`src/rtl/parity_mem.sv`:
```
// -----------------------------------------------------------------------------
// parity_mem
//
// Small fully-associative tag/data table with per-word even parity.
// Each entry holds {valid, tag, data, p}. Writes either update a matching
// entry in place or allocate the lowest-index free entry. When the table is
// full, a write to a new address is discarded and flagged. Reads look up the
// address in all valid entries at once and return data, a miss flag and a
// parity-error flag one cycle later. Entries are only freed by reset.
//
// Parameters
//   DATA_W   data bits per word
//   ADDR_W   tag/address width
//   DEPTH    number of entries (power of 2, >= 2)
//
// Ports
//   clk         rising-edge clock
//   rst_n       asynchronous active-low reset
//   write       write request
//   read        read request (ignored when write is also high)
//   address     access address
//   data_in     write data
//   inj_err     with write: store inverted parity (error injection)
//   data_out    read data (held while rd_valid is low)
//   rd_valid    one-cycle pulse qualifying data_out / parity_err / miss
//   parity_err  read word failed its parity check
//   miss        read address held no entry
//   wr_drop     one-cycle pulse: write discarded because the table was full
//   full        all entries valid
//   count       number of valid entries
// -----------------------------------------------------------------------------
module parity_mem #(
  parameter int DATA_W = 8,
  parameter int ADDR_W = 16,
  parameter int DEPTH  = 16
) (
  input  logic                     clk,
  input  logic                     rst_n,
  input  logic                     write,
  input  logic                     read,
  input  logic [ADDR_W-1:0]        address,
  input  logic [DATA_W-1:0]        data_in,
  input  logic                     inj_err,
  output logic [DATA_W-1:0]        data_out,
  output logic                     rd_valid,
  output logic                     parity_err,
  output logic                     miss,
  output logic                     wr_drop,
  output logic                     full,
  output logic [$clog2(DEPTH):0]   count
);

  localparam int IDX_W = $clog2(DEPTH);
  localparam int CNT_W = IDX_W + 1;

  // Table state
  logic [DEPTH-1:0]  valid_q, valid_d;
  logic [ADDR_W-1:0] tag_q  [DEPTH];
  logic [DATA_W-1:0] data_q [DEPTH];
  logic [DEPTH-1:0]  par_q;
  logic [CNT_W-1:0]  count_q, count_d;

  // Goes high on the first clock edge after reset release; the access
  // sampled on that edge is ignored so nothing races the deassertion.
  logic active_q;

  // Lookup / control
  logic             hit;
  logic [IDX_W-1:0] hit_idx;
  logic [IDX_W-1:0] free_idx;
  logic [IDX_W-1:0] wr_idx;
  logic             wr_en, rd_en;
  logic             wr_hit, wr_alloc, wr_drop_d;

  // Read response
  logic [DATA_W-1:0] rd_data_d;
  logic              rd_miss_d, rd_perr_d;
  logic [DATA_W-1:0] data_out_q;
  logic              rd_valid_q, parity_err_q, miss_q, wr_drop_q;

  // Parallel tag compare. Allocation never creates a duplicate tag, so at
  // most one entry can match.
  // NOTE: every variable assigned in a combinational block gets a default
  // first, so no path leaves it unassigned and no latch is inferred.
  always_comb begin
    hit     = 1'b0;
    hit_idx = '0;
    for (int i = 0; i < DEPTH; i++) begin
      if (valid_q[i] && (tag_q[i] == address)) begin
        hit     = 1'b1;
        hit_idx = IDX_W'(i);
      end
    end
  end

  // Lowest-index free entry: scan downwards so the last assignment wins.
  always_comb begin
    free_idx = '0;
    for (int i = DEPTH - 1; i >= 0; i--) begin
      if (!valid_q[i]) begin
        free_idx = IDX_W'(i);
      end
    end
  end

  assign full      = (count_q == CNT_W'(DEPTH));
  assign wr_en     = active_q & write;
  assign rd_en     = active_q & read & ~write;   // write has priority
  assign wr_hit    = wr_en & hit;
  assign wr_alloc  = wr_en & ~hit & ~full;
  assign wr_drop_d = wr_en & ~hit & full;
  assign wr_idx    = wr_hit ? hit_idx : free_idx;

  always_comb begin
    valid_d = valid_q;
    if (wr_alloc) begin
      valid_d[free_idx] = 1'b1;
    end
    count_d = count_q + {{(CNT_W-1){1'b0}}, wr_alloc};
  end

  // Read response computed from the current table contents; a write on the
  // previous edge is already committed, so read-after-write sees new data.
  always_comb begin
    rd_data_d = data_q[hit_idx];
    rd_miss_d = ~hit;
    rd_perr_d = (^data_q[hit_idx]) ^ par_q[hit_idx];
    if (!hit) begin
      rd_data_d = '0;
      rd_perr_d = 1'b0;
    end
  end

  // Control state and registered outputs.
  // NOTE: sequential state uses non-blocking assignments so every flop
  // samples pre-edge values regardless of statement order.
  always_ff @(posedge clk or negedge rst_n) begin
    if (!rst_n) begin
      active_q     <= 1'b0;
      valid_q      <= '0;
      count_q      <= '0;
      data_out_q   <= '0;
      rd_valid_q   <= 1'b0;
      parity_err_q <= 1'b0;
      miss_q       <= 1'b0;
      wr_drop_q    <= 1'b0;
    end else begin
      active_q   <= 1'b1;
      valid_q    <= valid_d;
      count_q    <= count_d;
      rd_valid_q <= rd_en;
      wr_drop_q  <= wr_drop_d;
      if (rd_en) begin
        data_out_q   <= rd_data_d;
        miss_q       <= rd_miss_d;
        parity_err_q <= rd_perr_d;
      end
    end
  end

  // Tag/data/parity storage.
  // NOTE: storage arrays are not reset; the valid bits gate every use of
  // them, so clearing valid_q is sufficient and keeps the array reset-free.
  always_ff @(posedge clk) begin
    if (wr_hit || wr_alloc) begin
      tag_q[wr_idx]  <= address;
      data_q[wr_idx] <= data_in;
      par_q[wr_idx]  <= (^data_in) ^ inj_err;
    end
  end

  assign data_out   = data_out_q;
  assign rd_valid   = rd_valid_q;
  assign parity_err = parity_err_q;
  assign miss       = miss_q;
  assign wr_drop    = wr_drop_q;
  assign count      = count_q;

endmodule

```
`config.mk`:
```
export PLATFORM = sky130hd
export DESIGN_NAME = parity_mem
export DESIGN_NICKNAME = d
export VERILOG_FILES = /design/src/rtl/parity_mem.sv
export SDC_FILE = /design/constraint.sdc
export NUM_CORES = 1
export LEC_CHECK = 0
export ABC_AREA = 1
export CAP_MARGIN = 40
export CORE_ASPECT_RATIO = 1.4
export CORE_MARGIN = 4
export CORE_UTILIZATION = 45
export CTS_BUF_LIST = sky130_fd_sc_hd__clkbuf_8
export CTS_CLUSTER_SIZE = 10
export DETAILED_ROUTE_END_ITERATION = 8
export RECOVER_POWER = 25
export SYNTH_ARGS = -nofsm -noshare
export SYNTH_HDL_FRONTEND = slang
export SYNTH_SLANG_ARGS = --single-unit
```
`constraint.sdc`:
```
create_clock -name clk -period 4.75 [get_ports clk]
set_clock_uncertainty 0.1 [all_clocks]
set_input_delay 1.1875 -clock clk [delete_from_list [all_inputs] [get_ports clk]]
set_output_delay 1.1875 -clock clk [all_outputs]
set_load 0.02 [all_outputs]
```
After elaboration in Yosys (flattened, before gate mapping)
Memories as Yosys holds them, arrays and structs flattened.
Cells that the tools add are included.
W data, S select, Z words.
Storage, ports and cells
  register bits: 50
  memory bits (writable): 384
  input port bits: 29
  output and inout bits: 18
  logic and storage cells: 127
  memories kept: 2
Operators by class
  add/subtract/negate cells: 1
  magnitude comparators: 5
  equality and inequality tests: 17
  mux-type cells: 59
  bitwise operators: 13
  reduce and logical (&&, ||, !) cells: 21
Memory list
  tag_q: depth 16, width 16, read ports 16, clocked after memory_dff 0, wr ports 1, RTL line 58  | logic [ADDR_W-1:0] tag_q [DEPTH];
  data_q: depth 16, width 8, read ports 1, clocked after memory_dff 0, wr ports 1, RTL line 59  | logic [DATA_W-1:0] data_q [DEPTH];
Operator list (count)
  $eq A16 B16 Y1: 16
  $mux W4: 31
  $mux W1: 23
  $logic_and A1 B1 Y1: 18
  $bwmux W16: 1
  $or A16 B16 Y16: 1
  $reduce_xor A8 Y1: 2
  $lt A4 B5 Y1 const B: 3
  $demux W1 S4: 2
  $ge A4 B1 Y1 const B: 2
  $mux W8: 1
  $and A1 B1 Y1: 7
  $add A5 B1 Y5: 1
  $eq A5 B5 Y1 const B: 1
  $bmux W1 S4: 1
  $not A1 Y1: 3
  $xor A1 B1 Y1: 2
  $logic_or A1 B1 Y1: 1

Longest topological paths before layout
An unclocked memory read counts as a cell.
  word-level depth: 26
  gate-level depth with buffers: 40
  gate-level depth less buffers: 38

Least setup slack after synthesis
Ideal clock, no wire load.
  kind: input to register
  from: input address[0]
  to: memory data_q[10][0], enable pin
  library setup time: 0.407 ns
  data arrival time: 4.566 ns
  data required time: 4.243 ns
  setup slack: -0.323 ns
  stages on the path: 16
  buffers on the path: 3
  cell sequence: buf_6 -> inv_2 -> buf_6 -> buf_2 -> o21ai_0 -> or4_1 -> nor2_1 -> nand4_1 -> nand2_1 -> nor2_1 -> o2111ai_1 -> nor4_1 -> nand3b_1 -> o21ai_0 -> nand3_1 -> nor2_1
Between the ends
  cells in the longest elaborated chain, start to end: 24
  elaborated cells on any way between the ends: 71
  those cells by class: 16 x eq/ne; 34 x mux; 4 x bitwise; 17 x reduce/logical
RTL lines
  start: declaration: RTL line 41  | input logic [ADDR_W-1:0] address,
  $eq A16 B16 Y1: RTL line 89  | if (valid_q[i] && (tag_q[i] == address)) begin
  $logic_and A1 B1 Y1: RTL line 89
  $mux W1 (16 in a row): RTL line 89
  $not A1 Y1: RTL line 110  | assign wr_alloc = wr_en & ~hit & ~full;
  $and A1 B1 Y1 (2 in a row): RTL line 110
  $logic_or A1 B1 Y1: RTL line 165  | if (wr_hit || wr_alloc) begin
  $mux W1: RTL line 165
  $mux W1 (implied by the code): RTL line 167  | data_q[wr_idx] <= data_in;
  end: declaration: RTL line 59
Several ways; a longest one is shown, not always the timed one.

Final worst setup path
  from: input address[9]
  to: memory data_q[2][2], enable pin
Same word-level chain as after synthesis.

==> flow_summary.json <==
{
  "crit_arrival_ps": 4810,
  "vias": 17204,
  "rsz0062_at_grt": "yes",
  "worstMarginPinSlew_ps": 2070,
  "hold_path.class": "reg -> reg",
  "worstPathMaxFanout": 11,
  "post_dp_cell_area_sq_um": 24900,
  "worstPathRequired_ps": 4980,
  "synth-edff-count": 400,
  "syn_nets": 2148,
  "syn2layout_area_growth_pct": 25.4,
  "path_class": "in -> reg",
  "ant_nets": 0,
  "power.leakage_nw": 10.8,
  "timing.max_cap.violations": 1,
  "ir_worst_vdd_mv": 0.318,
  "synthesis.area_sq_um": 21200,
  "finalCritPeriodShare_pct": 96.4,
  "dp_hpwl_um": 51700,
  "antenna_found_initial": 1,
  "grt_pass1_vias": 17305,
  "core_sq_um": 46300,
  "wl_um": 71400,
  "timing_hold_violations_final": 0,
  "die-area_sq_um": 50800,
  "synth_top_area_share_pct": 56.6,
  "route.detailed.drc": 0,
  "clockBufferDepth": 3,
  "yosys.area.top_type": "edfxtp_1",
  "slew_viol_final": 35,
  "ys_warn_count": 0,
  "chipHeight_um": 265,
  "critPathBufInv": 8,
  "drtIter0Drc": 1348,
  "worstPathCellList": "clkdlybuf4s50_1, buf_4, inv_2, buf_12, buf_8, nand2_1, or3b_1, nor4_1, nand3_1, nand2_1, nor4_1, buf_4, nand3b_1, nor2_1, a21oi_2, nand3b_1, buf_4, nor2_2, buf_4",
  "cp_common_cell": "buf_4",
  "wire_per_inst_um": 22.6,
  "cpPeakStageDelay_ps": 450,
  "setup_viol": 0,
  "yosysMostFrequentCell": "nand2_1",
  "r2r_cells": 21,
  "avgViaCountPerCell": 5.45,
  "period_minus_slack_ps": 4580,
  "cpLargestDelayFamily": "simple AND/OR/NAND/NOR gates",
  "fmax_mhz": 218,
  "synth-main-ff-cell": "edfxtp_1",
  "status": "finished with violations",
  "cts_tree": "built",
  "num_io_pins": 47,
  "rows": 93,
  "grt-ovfl-total": 0,
  "numCtsBuffers": 71,
  "powerDensity_nw_per_um2": 315,
  "grt_util_all_layers_pct": 27.8,
  "fin_area_sq_um": 26600,
  "setup_tns_ps": 0,
  "clock-root-buffer": "clkbuf_8",
  "p_total_w": 0.00840,
  "hold_ws_ps": 403,
  "async_flop_share_pct": 7.83,
  "syn_inst": 2117,
  "io_buffers": 46,
  "firstDrtPassIters": 5,
  "end_kind": "flip-flop",
  "syn_avg_cell_area_sq_um": 10.0,
  "violations": "capacitance limit, slew limit",
  "synth.area.top_cells": "edfxtp_1 57%, nand2_1 7.9%, nand3_1 5.2%",
  "hold_depth": 2,
  "seq_area_frac_synth_pct": 60.6,
  "die_width_um": 192,
  "slew_headroom_pct": -38.2,
  "fin_ws_ps": 170,
  "final_nets": 2517,
  "netlist_top_cells_count": "449 x nand2_1, 400 x edfxtp_1, 224 x nor2_1",
  "ys_types": 58,
  "gp_routability_congestion": 0.955,
  "clk_pin_slew_ps": 60,
  "grt_max_degree": 53,
  "drive_above_1_share_pct": 20.3,
  "clk_latency_ps": 650,
  "synth_seq_cells": 434,
  "critical_path.slowest_cell": "clkdlybuf4s50_1",
  "cts_sinks": 434,
  "cts_max_level": 3,
  "start_util_pct": 45.9,
  "cp-start-kind": "input pin",
  "pre_cts_slack_ps": -626,
  "critical_path_depth": 19,
  "grt_pass1_wl_um": 105000
}
## flip-flops by register name, indices dropped and copies added (netlist names), 5 cells and up
register	count
tag_q	256
data_q	128
par_q	16
valid_q	16
data_out	8
count	5
## path summary, 6_finish.rpt
kind | startpoint | endpoint | slack, ps
min in group asynchronous | rst_n | valid_q[7] | 1040
hold / removal | parity_err | parity_err | 400
max in group asynchronous | rst_n | data_out[1] | 2300
setup reg to reg | tag_q[2][13] | tag_q[12][14] | 950
setup / recovery | address[9] | data_q[2][2] | 170
hold reg to reg | parity_err | parity_err | 400
## layout by cell type, fill, tap and decap left out, types with 20 or more instances in the layout
cell type	Yosys	routed
xor2_1	53	53
nor4_1	41	38
dfrtp_1	34	34
edfxtp_1	400	400
clkbuf_1	3	52
or2_2	34	34
nand4_1	72	72
nand3b_1	28	29
nand3_1	221	204
xnor2_1	32	32
nor3_1	37	37
buf_4	9	216
nor2_1	224	204
buf_12	0	50
nand3_2	5	20
o21ai_0	55	53
nor2_2	2	20
inv_2	22	22
clkdlybuf4s50_1	0	31
inv_1	191	204
nand2_1	449	440
clkbuf_8	0	77
## stage by stage
| stage | instances | util, % |
|---|---|---|
| 3_5_place_dp | 3013 | 53.8 |
| 6_report | 3155 | 57.5 |
| 2_1_floorplan | 2117 | - |
| 4_1_cts | 3137 | 56.9 |
| 3_3_place_gp | 3013 | 53.8 |
| 5_1_grt | 3155 | 57.5 |
## area by class of cell
class	instances	area, sq um
clock buffers	77	1060
well taps	617	772
flip-flops and latches	434	12900
inverters	216	813
repair buffers	370	3450
diodes	1	2.50
fillers	4085	19700
clock inverters	47	375
multi-input cells	1393	7310
## layer usage
metal  global-route usage, %  vias up  wire length [um]
met5                       0        -                 0
met4                    16.2        0              4470
met3                    3.32      189              4030
met2                    49.6      690             37000
met1                    31.9     8250             25900
li1                        -     8075                 -
## timing repair
item,4_1_cts,5_1_grt
setup buffers,0,8
setup endpoints to repair,0,401
hold buffers,0,0
gates resized for setup,0,65
## power breakdown
part           internal, W  switching (W)
sequential         0.00423      0.0000306
combinational     0.000290       0.000465
clock              0.00187        0.00152
## worst min-delay path, cell delays in order, from the launching register on
cell and delay (ps):
dfrtp_1 350, nand2_1 60, nand2_1 60
## cells by family after synthesis
group | count (synthesis) | synth area share, %
AND/OR/NAND/NOR | 1157 | 25.2
flip-flops | 434 | 60.6
buffers and inverters | 292 | 6.36
AO/OA/AOI/OAI | 146 | 4.27
XOR/XNOR | 85 | 3.50
adder cells (fa/ha/maj) | 2 | 0.118
other | 1 | 0.0177
Note: power is estimated with default switching activity, not from simulation.
